### config.mk
export PLATFORM = sky130hd
export DESIGN_NAME = score_display_decoder
export DESIGN_NICKNAME = d
export VERILOG_FILES = /design/src/rtl/score_display_decoder.sv
export SDC_FILE = /design/constraint.sdc
export NUM_CORES = 1
export LEC_CHECK = 0
export ABC_AREA = 1
export CORE_MARGIN = 2
export CORE_UTILIZATION = 60
export DETAILED_ROUTE_END_ITERATION = 7
export GPL_TIMING_DRIVEN = 0
export PLACE_DENSITY = 0.89
export RECOVER_POWER = 25
export SLEW_MARGIN = 5
export SYNTH_ARGS = -nofsm -noshare
export SYNTH_HDL_FRONTEND = slang
export SYNTH_SLANG_ARGS = --single-unit
### constraint.sdc
create_clock -name clk -period 13.25 [get_ports clk]
set_clock_uncertainty 0.15 [all_clocks]
set_input_delay 1.325 -clock clk [delete_from_list [all_inputs] [get_ports clk]]
set_output_delay 1.325 -clock clk [all_outputs]
set_load 0.02 [all_outputs]
### src/rtl/score_display_decoder.sv
// Validates and debounces the one-hot score digit lines, keeps ones/tens BCD digits and
// drives a multiplexed active-low 7-segment display. Define SCORE_TENS_EN for the tens digit.
module score_display_decoder #(
  parameter int unsigned REFRESH_DIV   = 100000,
  parameter int unsigned STABLE_CYCLES = 2
) (
  input  logic       clk,
  input  logic       rst,
  input  logic       isactive_0,
  input  logic       isactive_1,
  input  logic       isactive_2,
  input  logic       isactive_3,
  input  logic       isactive_4,
  input  logic       isactive_5,
  input  logic       isactive_6,
  input  logic       isactive_7,
  input  logic       isactive_8,
  input  logic       isactive_9,
  output logic [3:0] digit_ones,
  output logic [3:0] digit_tens,
  output logic       score_inc,
  output logic       onehot_err,
  output logic       seq_err,
  output logic [6:0] seg,
  output logic [1:0] an
);

  logic [9:0] in_q, in_d;
  logic [3:0] cand_q, cand_d;
  logic [3:0] cnt_q, cnt_d;
  logic [3:0] ones_q, ones_d;
  logic       inc_q, inc_d;
  logic       oerr_q, oerr_d;
  logic       serr_q, serr_d;
  logic [6:0] seg_q, seg_d;
  logic [1:0] an_q, an_d;

  logic       valid;
  logic [3:0] code;
  logic [3:0] nset;
  logic [3:0] ones_succ;
  logic [3:0] seg_sel;

`ifdef SCORE_TENS_EN
  localparam int unsigned RW = $clog2(REFRESH_DIV);

  typedef enum logic {SLOT_ONES, SLOT_TENS} slot_t;

  logic [3:0]    tens_q, tens_d;
  logic [RW-1:0] refresh_q, refresh_d;
  slot_t         slot_q, slot_d;
`endif

  function automatic logic [6:0] pattern(input logic [3:0] d);
    case (d)
      4'd0:    pattern = 7'b1000000;
      4'd1:    pattern = 7'b1111001;
      4'd2:    pattern = 7'b0100100;
      4'd3:    pattern = 7'b0110000;
      4'd4:    pattern = 7'b0011001;
      4'd5:    pattern = 7'b0010010;
      4'd6:    pattern = 7'b0000010;
      4'd7:    pattern = 7'b1111000;
      4'd8:    pattern = 7'b0000000;
      4'd9:    pattern = 7'b0010000;
      default: pattern = 7'b1111111;
    endcase
  endfunction

  always_comb begin
    in_d = {isactive_9, isactive_8, isactive_7, isactive_6, isactive_5,
            isactive_4, isactive_3, isactive_2, isactive_1, isactive_0};

    nset = '0;
    code = '0;
    for (int unsigned i = 0; i < 10; i++) begin
      if (in_q[i]) begin
        nset = nset + 4'd1;
        code = 4'(i);
      end
    end
    valid     = (nset == 4'd1);
    ones_succ = (ones_q == 4'd9) ? 4'd0 : ones_q + 4'd1;

    cand_d = cand_q;
    cnt_d  = cnt_q;
    ones_d = ones_q;
    inc_d  = 1'b0;
    oerr_d = !valid;
    serr_d = serr_q;
`ifdef SCORE_TENS_EN
    tens_d = tens_q;
`endif

    if (!valid || code == ones_q) begin
      cnt_d = '0;
    end else begin
      if (code == cand_q) begin
        cnt_d = (cnt_q == 4'hF) ? cnt_q : cnt_q + 4'd1;
      end else begin
        cand_d = code;
        cnt_d  = 4'd1;
      end
      // Acceptance fires on the same edge the count reaches the threshold.
      if (cnt_d == 4'(STABLE_CYCLES)) begin
        cnt_d  = '0;
        ones_d = code;
        if (code == ones_succ) begin
          inc_d = 1'b1;
`ifdef SCORE_TENS_EN
          if (ones_q == 4'd9) tens_d = (tens_q == 4'd9) ? 4'd0 : tens_q + 4'd1;
`endif
        end else if (code == 4'd0) begin
`ifdef SCORE_TENS_EN
          tens_d = '0;
`endif
        end else begin
          serr_d = 1'b1;
        end
      end
    end

`ifdef SCORE_TENS_EN
    slot_d    = slot_q;
    refresh_d = refresh_q + RW'(1);
    if (refresh_q == RW'(REFRESH_DIV - 1)) begin
      refresh_d = '0;
      slot_d    = (slot_q == SLOT_ONES) ? SLOT_TENS : SLOT_ONES;
    end
    // New slot, but digits as they stood before this edge's update.
    seg_sel = (slot_d == SLOT_TENS) ? tens_q : ones_q;
    an_d    = (slot_d == SLOT_TENS) ? 2'b01 : 2'b10;
`else
    seg_sel = ones_q;
    an_d    = 2'b10;
`endif
    seg_d = pattern(seg_sel);
  end

  always_ff @(posedge clk) begin
    if (rst) begin
      in_q      <= '0;
      cand_q    <= '0;
      cnt_q     <= '0;
      ones_q    <= '0;
      inc_q     <= 1'b0;
      oerr_q    <= 1'b0;
      serr_q    <= 1'b0;
      seg_q     <= 7'b1000000;
      an_q      <= 2'b10;
`ifdef SCORE_TENS_EN
      tens_q    <= '0;
      refresh_q <= '0;
      slot_q    <= SLOT_ONES;
`endif
    end else begin
      in_q      <= in_d;
      cand_q    <= cand_d;
      cnt_q     <= cnt_d;
      ones_q    <= ones_d;
      inc_q     <= inc_d;
      oerr_q    <= oerr_d;
      serr_q    <= serr_d;
      seg_q     <= seg_d;
      an_q      <= an_d;
`ifdef SCORE_TENS_EN
      tens_q    <= tens_d;
      refresh_q <= refresh_d;
      slot_q    <= slot_d;
`endif
    end
  end

  assign digit_ones = ones_q;
`ifdef SCORE_TENS_EN
  assign digit_tens = tens_q;
`else
  assign digit_tens = '0;
`endif
  assign score_inc  = inc_q;
  assign onehot_err = oerr_q;
  assign seq_err    = serr_q;
  assign seg        = seg_q;
  assign an         = an_q;

endmodule

# Word level (Yosys, flattened, before mapping)
# Memories as Yosys holds them, arrays and structs flattened. A register that Yosys moved wholly into a read port is not among the register bits.
# Index checks and enable logic that the tools add are counted.
[word_totals] ff_bits=25 elab_cells=63 mem_bits_ro=112 n_memories=1
[memory_table] memory="(name not given)" depth=16 word_bits=7 rd=1 rd_ports_with_merged_regs=1 wr=0 line_no="55" source="case (d)"
[classes] bitwise=5 n_addsub=11 n_reduce_logical=8 n_eq_ne=7 mux=24
[ops] operator="$mux 4" n=21
[ops] operator="$add 4x1->4 const B" n=11
[ops] operator="$eq 4x4->1" n=3
[ops] operator="$eq 4x4->1 const B" n=2
[ops] operator="$reduce_or 3->1" n=2
[ops] operator="$not 1->1" n=5
[ops] operator="$eq 4x1->1 const B" n=1
[ops] operator="$eq 4x2->1 const B" n=1
[ops] operator="$logic_not 4->1" n=1
[ops] operator="$reduce_and 2->1" n=2
[ops] operator="$reduce_and 4->1" n=1
[ops] operator="$mux 1" n=3
[ops] operator="$logic_not 1->1" n=1
[ops] operator="$logic_or 1x1->1" n=1

# Depth between registers and ports, before layout
# Gate-level depths: netlist of run 1.
[logic_depth] depth_word=26 depth_mapped=36 ltp_nobuf=36

# Worst setup path before layout of run 1
# OpenSTA, ideal clock, no wires.
[synth_path] path_kind="register to register" start="register in_q[1]" end="register cand_q[1]" period_less_slack_ns=5.372 stages_incl_launch_ff=36 t_arrival_ns=5.158 path_slack_ns=7.878 path_cell_list="dfxtp_1 -> inv_1 -> ha_1 -> inv_1 -> nand2_1 -> nand2_1 -> ha_1 -> nand2_1 -> nand2_1 -> ha_1 -> or2_2 -> nand2_1 -> inv_1 -> ha_1 -> nand2_1 -> nand2_1 -> ha_1 -> or2_2 -> nand2_1 -> inv_1 -> ha_1 -> nand2_1 -> nand2_1 -> ha_1 -> or2_2 -> nand2_1 -> inv_1 -> ha_1 -> nand2_1 -> o21ai_0 -> nand3b_1 -> nor2_1 -> nand4_1 -> nor2_1 -> nor2_1 -> nor2_1"
[synth_between] elab_chain_len=22 elab_cells_between_ends=34 classes_between="add/sub (8); eq/ne (3); mux (18); bitwise (2); reduce/logical (3)"
[synth_rtl] item="from (decl)" line_no="28" source="logic [9:0] in_q, in_d;"
[synth_rtl] item="from (signal assigned)" line_no="157" source="in_q <= in_d;"
[synth_rtl] item="$mux 4" line_no="77" source="if (in_q[i]) begin"
[synth_rtl] item="$add 4x1->4" line_no="78" source="nset = nset + 4'd1;"
[synth_rtl] item="$mux 4" line_no="77"
[synth_rtl] item="$add 4x1->4" line_no="78"
[synth_rtl] item="$mux 4" line_no="77"
[synth_rtl] item="$add 4x1->4" line_no="78"
[synth_rtl] item="$mux 4" line_no="77"
[synth_rtl] item="$add 4x1->4" line_no="78"
[synth_rtl] item="[6 not listed]"
[synth_rtl] item="$mux 4" line_no="77"
[synth_rtl] item="$add 4x1->4" line_no="78"
[synth_rtl] item="$mux 4" line_no="77"
[synth_rtl] item="$eq 4x1->1" line_no="82" source="valid = (nset == 4'd1);"
[synth_rtl] item="$logic_not 1->1" line_no="95" source="if (!valid || code == ones_q) begin"
[synth_rtl] item="$logic_or 1x1->1" line_no="95"
[synth_rtl] item="$not 1->1 (no line)"
[synth_rtl] item="$reduce_and 2->1 (no line) (*)"
[synth_rtl] item="to (signal assigned)" line_no="158" source="cand_q <= cand_d;"
[synth_rtl] item="to (decl)" line_no="29" source="logic [3:0] cand_q, cand_d;"
# Mark *: on every way between the ends. The rest lies on a longest branch, timed or not.
# A chain may end at the register's enable or synchronous reset.

# Worst setup path in the final report of run 1
[layout_path] start="register in_q[1]" end="register cand_q[2]"
# The elaborated chain is that of the path after synthesis.

==> results.toml, run 1 <==
[sta]
fmax_mhz = 167
min_period_ns = 5.97
maxSlewViolCount = 0
slew_headroom = 0.566
hold_slack_ns = 0.301
grt_setup_unrepaired = "false"
finalCritPeriodShare = 0.451
setup_slack_ns = 7.28
hold_violations = 0
setup_tns_ns = 0
tightest_slew_ns = 0.645
setup_violations = 0

[setup_path]
slowest_delay_ns = 0.33
cp_slowest_cell = "dfxtp_1"
rr_endpoint = "cand_q[2]"
critical_path_class = "reg2reg"
crit_path_max_fanout = 5
path_common_cell = "nand2_1"
cp-end-kind = "flip-flop"
reg2reg_from = "in_q[1]"
start_kind = "flip-flop"
r2r_cells = 35
cp.arrival_ns = 6.05
reg2reg_slack_ns = 7.28
critical_path_required_ns = 13.33

[power]
powerDensity_mw_per_mm2 = 99.0
p_leak_nw = 1.41
ir_worst_vdd_mv = 0.0735

[yosys]
synth_cell_types = 32
syn_area_mm2 = 0.00239
syn_avg_cell_area_um2 = 6.36
synth_seq_area_share = 0.268
yosys_warnings = 0
netlist_instances = 375
ys_ff_latch = 32

[floorplan]
chipHeight_um = 67.1
fp.dieW_um = 67.1
coreArea_mm2 = 0.00374
ioPinCount = 32
die-area_mm2 = 0.00450
rows = 22
start_util = 0.637

[min_path]
hold_path_class = "reg2reg"
min_from = "seq_err"
hold_end = "seq_err"
hold_depth = 2

[clocking]
post-cts-setup-buffer-count = 0
cts_root_buffer = "clkbuf_8"
clk_latency_ns = 0.29
cts_buffers = 5
cts-htree-levels = 2
clkTransAtPathRegs_ns = 0.07
cts_tree = "built"
cts_num_sinks = 32
cts_resized = 0
clockBufferDepth = 2
holdBufCountCts = 0

[layout]
nFillCells = 306
layout_commonest_cell = "nand2_1"
layout.nets = 437
drive_above_1_share = 0.124
seq_area_um2 = 641
layout.cells.non_filler = 459
multiInputGateArea_mm2 = 0.00146
diodes = 0
area_delta_synth_final_pct = 17.7
final_cell_mix = "nand2_1 (86), inv_1 (58), nor2_1 (43)"

[route]
routed_wl_mm = 5.05
drtIter0Drc = 149
first_pass_iters = 4
drc = 0
vias_per_cell = 5.12
routedWlPerCell_um = 11.0
via_count = 2348
ant_nets = 0

[global_route]
grt_usage = 0.257
grt-ovfl-total = 0
antenna_found_initial = 0
grt_max_degree = 11
grt_first_pass_wirelength_mm = 8.96
grt_pass1_vias = 2269

[placement]
hpwl_mm = 3.91
place.gp.congestion = 0.862
dp_slack_ns = 7.32
io_buffers = 24
dp_cells = 451

[flow_run]
cap_viol_max_count = 0

[run_status]
status = "finished, final reports clean"
-- metrics by stage --
step | power, W | utilization | instance area, µm²
4_1_cts | 0.000279 | 0.750 | 2810
5_1_grt | 0.000295 | 0.750 | 2810
3_5_place_dp | 0.000188 | 0.722 | 2700
3_3_place_gp | 0.000184 | 0.722 | 2700
6_report | 0.000278 | 0.750 | 2810
2_1_floorplan | 0.000170 | - | 2400
-- routing by layer --
layer / track usage / part of all wire / vias up
li1: - / - / 1243
met1: 0.286 / 0.44 / 1049
met2: 0.479 / 0.51 / 45
met3: 0.0372 / 0.030 / 11
met4: 0.107 / 0.017 / 0
met5: 0 / 0 / -
-- area by class of cell --
class	count	share of cell area
Buffer	10	0.0214
Clock buffer	6	0.0258
Clock inverter	2	0.0125
Inverter	63	0.0842
Multi-Input combinational cell	274	0.521
Sequential cell	32	0.228
Tap cell	48	0.0214
Timing Repair Buffer	24	0.0856
-- power by group --
group | switching, W | internal (W) | total [W]
clock network | 0.0000357 | 0.0000557 | 0.0000915
logic | 0.0000493 | 0.0000303 | 0.0000796
registers | 0.00000483 | 0.000102 | 0.000107
total | 0.0000898 | 0.000188 | 0.000278
-- cells by family (layout without fill, tap and decap cells) --
| kind of cell | Yosys count | in the layout | share of synthesized area |
|---|---|---|---|
| xor gates and xnor gates | 7 | 7 | 0.0257 |
| adders and majority gates | 15 | 15 | 0.0787 |
| other | 2 | 6 | 0.00315 |
| and+or+nand+nor | 212 | 212 | 0.420 |
| DFF | 32 | 32 | 0.268 |
| AOI/OAI and AO/OA | 34 | 34 | 0.0797 |
| buffers and inverters | 73 | 105 | 0.125 |
-- cells in the mapped netlist --
| master | count | share of area |
|---|---|---|
| nand2_1 | 86 | 0.14 |
| inv_1 | 58 | 0.091 |
| nor2_1 | 43 | 0.068 |
| nand3_1 | 33 | 0.069 |
| dfxtp_1 | 32 | 0.27 |
| nand2_2 | 16 | 0.042 |
| ha_1 | 15 | 0.079 |
| o21ai_0 | 14 | 0.029 |
| a21oi_1 | 12 | 0.025 |
| nand3_2 | 9 | 0.038 |
| nand4_1 | 9 | 0.024 |
| buf_4 | 6 | 0.019 |
| or2_2 | 6 | 0.016 |
| xnor2_1 | 4 | 0.015 |
| clkbuf_1 | 3 | 0.0047 |
| clkinv_1 | 3 | 0.0047 |
| nor2_2 | 3 | 0.0079 |
| o211ai_1 | 3 | 0.0094 |
| xor2_1 | 3 | 0.011 |
| conb_1 | 2 | 0.0031 |
| inv_2 | 2 | 0.0031 |
| nand3b_1 | 2 | 0.0063 |
| nor3_1 | 2 | 0.0042 |
| a22oi_1 | 1 | 0.0031 |
| buf_2 | 1 | 0.0021 |
| nor2_4 | 1 | 0.0047 |
| nor4_1 | 1 | 0.0026 |
| o2111ai_1 | 1 | 0.0037 |
| o21ai_1 | 1 | 0.0021 |
| o21ai_2 | 1 | 0.0037 |
| o31ai_1 | 1 | 0.0031 |
| or2_1 | 1 | 0.0026 |
-- state kept, by name, indices dropped and copies added (netlist names) --
signal      flops
cand_q          4
seq_err         1
in_q           10
score_inc       1
onehot_err      1
cnt_q           4
seg             7
digit_ones      4
-- worst max-delay path: cells and delay by family, from the launching register on --
family                     cells  cell delay, ns
and+or+nand+nor               21            2.84
buffers and inverters          5            0.29
DFF                            1            0.33
adders and majority gates      8            2.22
AOI/OAI and AO/OA              1            0.10
-- worst max-delay path by stage --
stage | depth (start not counted) | to | start
final | 35 | cand_q[2] | in_q[1]
after global routing | 35 | cnt_q[0] | in_q[1]
after CTS | 35 | cand_q[2] | in_q[1]
after detailed placement | 35 | cand_q[2] | in_q[1]
after global placement | 35 | cnt_q[3] | in_q[0]
after floorplan | 35 | cand_q[1] | in_q[1]
Note: power is estimated with default switching activity, not from simulation.
==> inputs of run 2 (changes only) <==
--- a/config.mk
+++ b/config.mk
@@ -7,10 +7,10 @@
 export LEC_CHECK = 0
 export ABC_AREA = 1
 export CORE_MARGIN = 2
-export CORE_UTILIZATION = 60
+export CORE_UTILIZATION = 50
 export DETAILED_ROUTE_END_ITERATION = 7
 export GPL_TIMING_DRIVEN = 0
-export PLACE_DENSITY = 0.89
+export PLACE_DENSITY = 0.8
 export RECOVER_POWER = 25
 export SLEW_MARGIN = 5
 export SYNTH_ARGS = -nofsm -noshare
==> constraint.sdc (replaced) <==
create_clock -name clk -period 5.45 [get_ports clk]
set_clock_uncertainty 0.15 [all_clocks]
set_input_delay 0.545 -clock clk [delete_from_list [all_inputs] [get_ports clk]]
set_output_delay 0.545 -clock clk [all_outputs]
set_load 0.02 [all_outputs]
==> run 2 against run 1 <==
Clock power increased to 2.7 times the previous value. Power rose to 2.9 times the previous value. Fmax grew 13%. Worst setup slack got worse by 7.1 ns. Critical path type unchanged. Sequential cell count did not move. Critical path depth rose by 6. Sequential share of layout area is 3.0 points lower. Die area rose by 19%. Final cell count grew 6.1%. Register-to-register slack got worse by 7.1 ns. Hold slack improved by 0.013 ns.
==> results.toml, run 2 (synthesis gave the netlist of run 1 again) <==
[run_status]
status = "finished, final reports clean"

[clocking]
cts_tree = "built"
clk_latency_ns = 0.28
cts_num_sinks = 32
cts_buffers = 5
cts-htree-levels = 2
clockBufferDepth = 2
clkTransAtPathRegs_ns = 0.07
cts_root_buffer = "clkbuf_8"

[floorplan]
coreArea_mm2 = 0.00466
rows = 25
die-area_mm2 = 0.00534
fp.dieW_um = 73.1
chipHeight_um = 73.1
ioPinCount = 32
start_util = 0.512

[power]
seqPwrFrac = 0.320
switching_share = 0.331
clkPwrFrac = 0.306
combPwrFrac = 0.374
powerDensity_mw_per_mm2 = 252
power.internal_w = 0.000546
p_switching_w = 0.000271
ir_worst_vdd_mv = 0.228
p_leak_nw = 1.56

[layout]
seq_area_um2 = 643
final_cell_mix = "nand2_1 (70), inv_1 (51), nor2_1 (42)"
nFillCells = 362
area_delta_synth_final_pct = 35.9
top_register = "in_q"
drive_above_1_share = 0.270
diodes = 0
layout_commonest_cell = "nand2_1"
layout.nets = 459
largest_reg_flops = 10
postLayoutCoreUtil = 0.696
multiInputGateArea_mm2 = 0.00169

[setup_path]
reg2reg_from = "in_q[1]"
rr_endpoint = "seq_err"
cp-end-kind = "flip-flop"
reg2reg_slack_ns = 0.15
r2r_cells = 41
critical_path_class = "reg2reg"
crit_path_max_fanout = 5
critical_path_required_ns = 5.51
cp_slowest_cell = "dfxtp_2"
start_kind = "flip-flop"
slowest_delay_ns = 0.33
path_common_cell = "nand2_2"
cp.arrival_ns = 5.37

[sta]
slew_headroom = 0.578
fmax_mhz = 189
setup_slack_ns = 0.145
maxSlewViolCount = 0
setup_violations = 0
hold_violations = 0
tightest_slew_ns = 0.626
setup_tns_ns = 0
min_period_ns = 5.30
finalCritPeriodShare = 0.973

[route]
first_pass_iters = 5
routed_wl_mm = 6.36
drc = 0
via_count = 2570
routedWlPerCell_um = 13.1
drtIter0Drc = 146
vias_per_cell = 5.28
ant_nets = 0

[global_route]
grt_usage = 0.216
grt-ovfl-total = 0
grt_first_pass_wirelength_mm = 9.27
antenna_found_initial = 0
grt_pass1_vias = 2284
grt_max_degree = 11

[placement]
hpwl_mm = 3.73
place.gp.congestion = 0.864
dp_slack_ns = -0.425
io_buffers = 24

[min_path]
min_from = "seq_err"
hold_end = "seq_err"
hold_depth = 2
hold_path_class = "reg2reg"

[flow_run]
cap_viol_max_count = 0
run 2: cell count changes in the layout (fill, tap and decap cells not counted), sizes merged:
cell and change:
buf +23, clkinv -2, inv +1
run 2: per-stage QoR:
step | instances | power (W) | hold slack, ns | area [µm²]
6_report | 487 | 0.000817 | 0.314 | 3240
5_1_grt | 487 | 0.000858 | 0.348 | 3240
4_1_cts | 487 | 0.000752 | 0.313 | 3060
3_5_place_dp | 457 | 0.000453 | 0.303 | 2710
3_3_place_gp | 457 | 0.000448 | 0.293 | 2710
2_1_floorplan | 379 | 0.000414 | 0.327 | 2400
run 2: timing repair:
action,CTS,global route
hold buffers,0,0
pin swaps,6,28
endpoints found under the setup margin,15,15
gates resized for setup,18,39
setup buffers,22,2
run 2: worst max-delay path by stage:
stage | from | endpoint | slack (ns) | cells past startpoint
global route | in_q[1] | cand_q[3] | -0.06 | 36
global placement | in_q[1] | cand_q[2] | -0.29 | 35
detailed placement | in_q[1] | cand_q[2] | -0.43 | 35
CTS | in_q[0] | cand_q[1] | 0.03 | 38
finish | in_q[1] | seq_err | 0.15 | 41
floorplan | in_q[1] | cand_q[1] | 0.08 | 35
run 2: area by class of cell:
cell class              count  area share
multi-input cells         274       0.520
repair buffers             46       0.130
flip-flops and latches     32       0.198
plain buffers              10      0.0189
clock buffers               7      0.0297
inverters                  63      0.0729
well taps                  54      0.0208
clock inverters             1     0.00926
run 2: critical path: cells and delay by family, from the launching register on:
family	cells	cell delay (ns)
AND/OR/NAND/NOR	20	1.86
adder cells (fa/ha/maj)	6	1.46
flip-flops	1	0.33
AO/OA/AOI/OAI	1	0.16
buffers and inverters	14	1.26
run 2: metal layers:
metal | vias to the layer above | global-route usage | routed length [µm]
met5 | - | 0 | 0
met4 | 0 | 0.0864 | 215
met3 | 26 | 0.0456 | 356
met2 | 105 | 0.369 | 3240
met1 | 1155 | 0.262 | 2550
li1 | 1284 | - | -
run 2: power groups by stage:
| stage | logic, W | registers [W] | clock network, W |
|---|---|---|---|
| finish | 0.000305 | 0.000261 | 0.000250 |
| global route | 0.000334 | 0.000263 | 0.000261 |
| CTS | 0.000240 | 0.000260 | 0.000252 |
| detailed placement | 0.000188 | 0.000265 | 0 |
| global placement | 0.000183 | 0.000264 | 0 |
| floorplan | 0.000150 | 0.000265 | 0 |
==> inputs of run 3 (changes only) <==
--- a/config.mk
+++ b/config.mk
@@ -8,8 +8,10 @@
 export ABC_AREA = 1
 export CORE_MARGIN = 2
 export CORE_UTILIZATION = 50
+export CTS_CLUSTER_SIZE = 40
 export DETAILED_ROUTE_END_ITERATION = 7
 export GPL_TIMING_DRIVEN = 0
+export HOLD_SLACK_MARGIN = 0.08
 export PLACE_DENSITY = 0.8
 export RECOVER_POWER = 25
 export SLEW_MARGIN = 5
==> results of run 3 <==
Same layout as run 2: the final DEF is identical, and so are final timing and power.
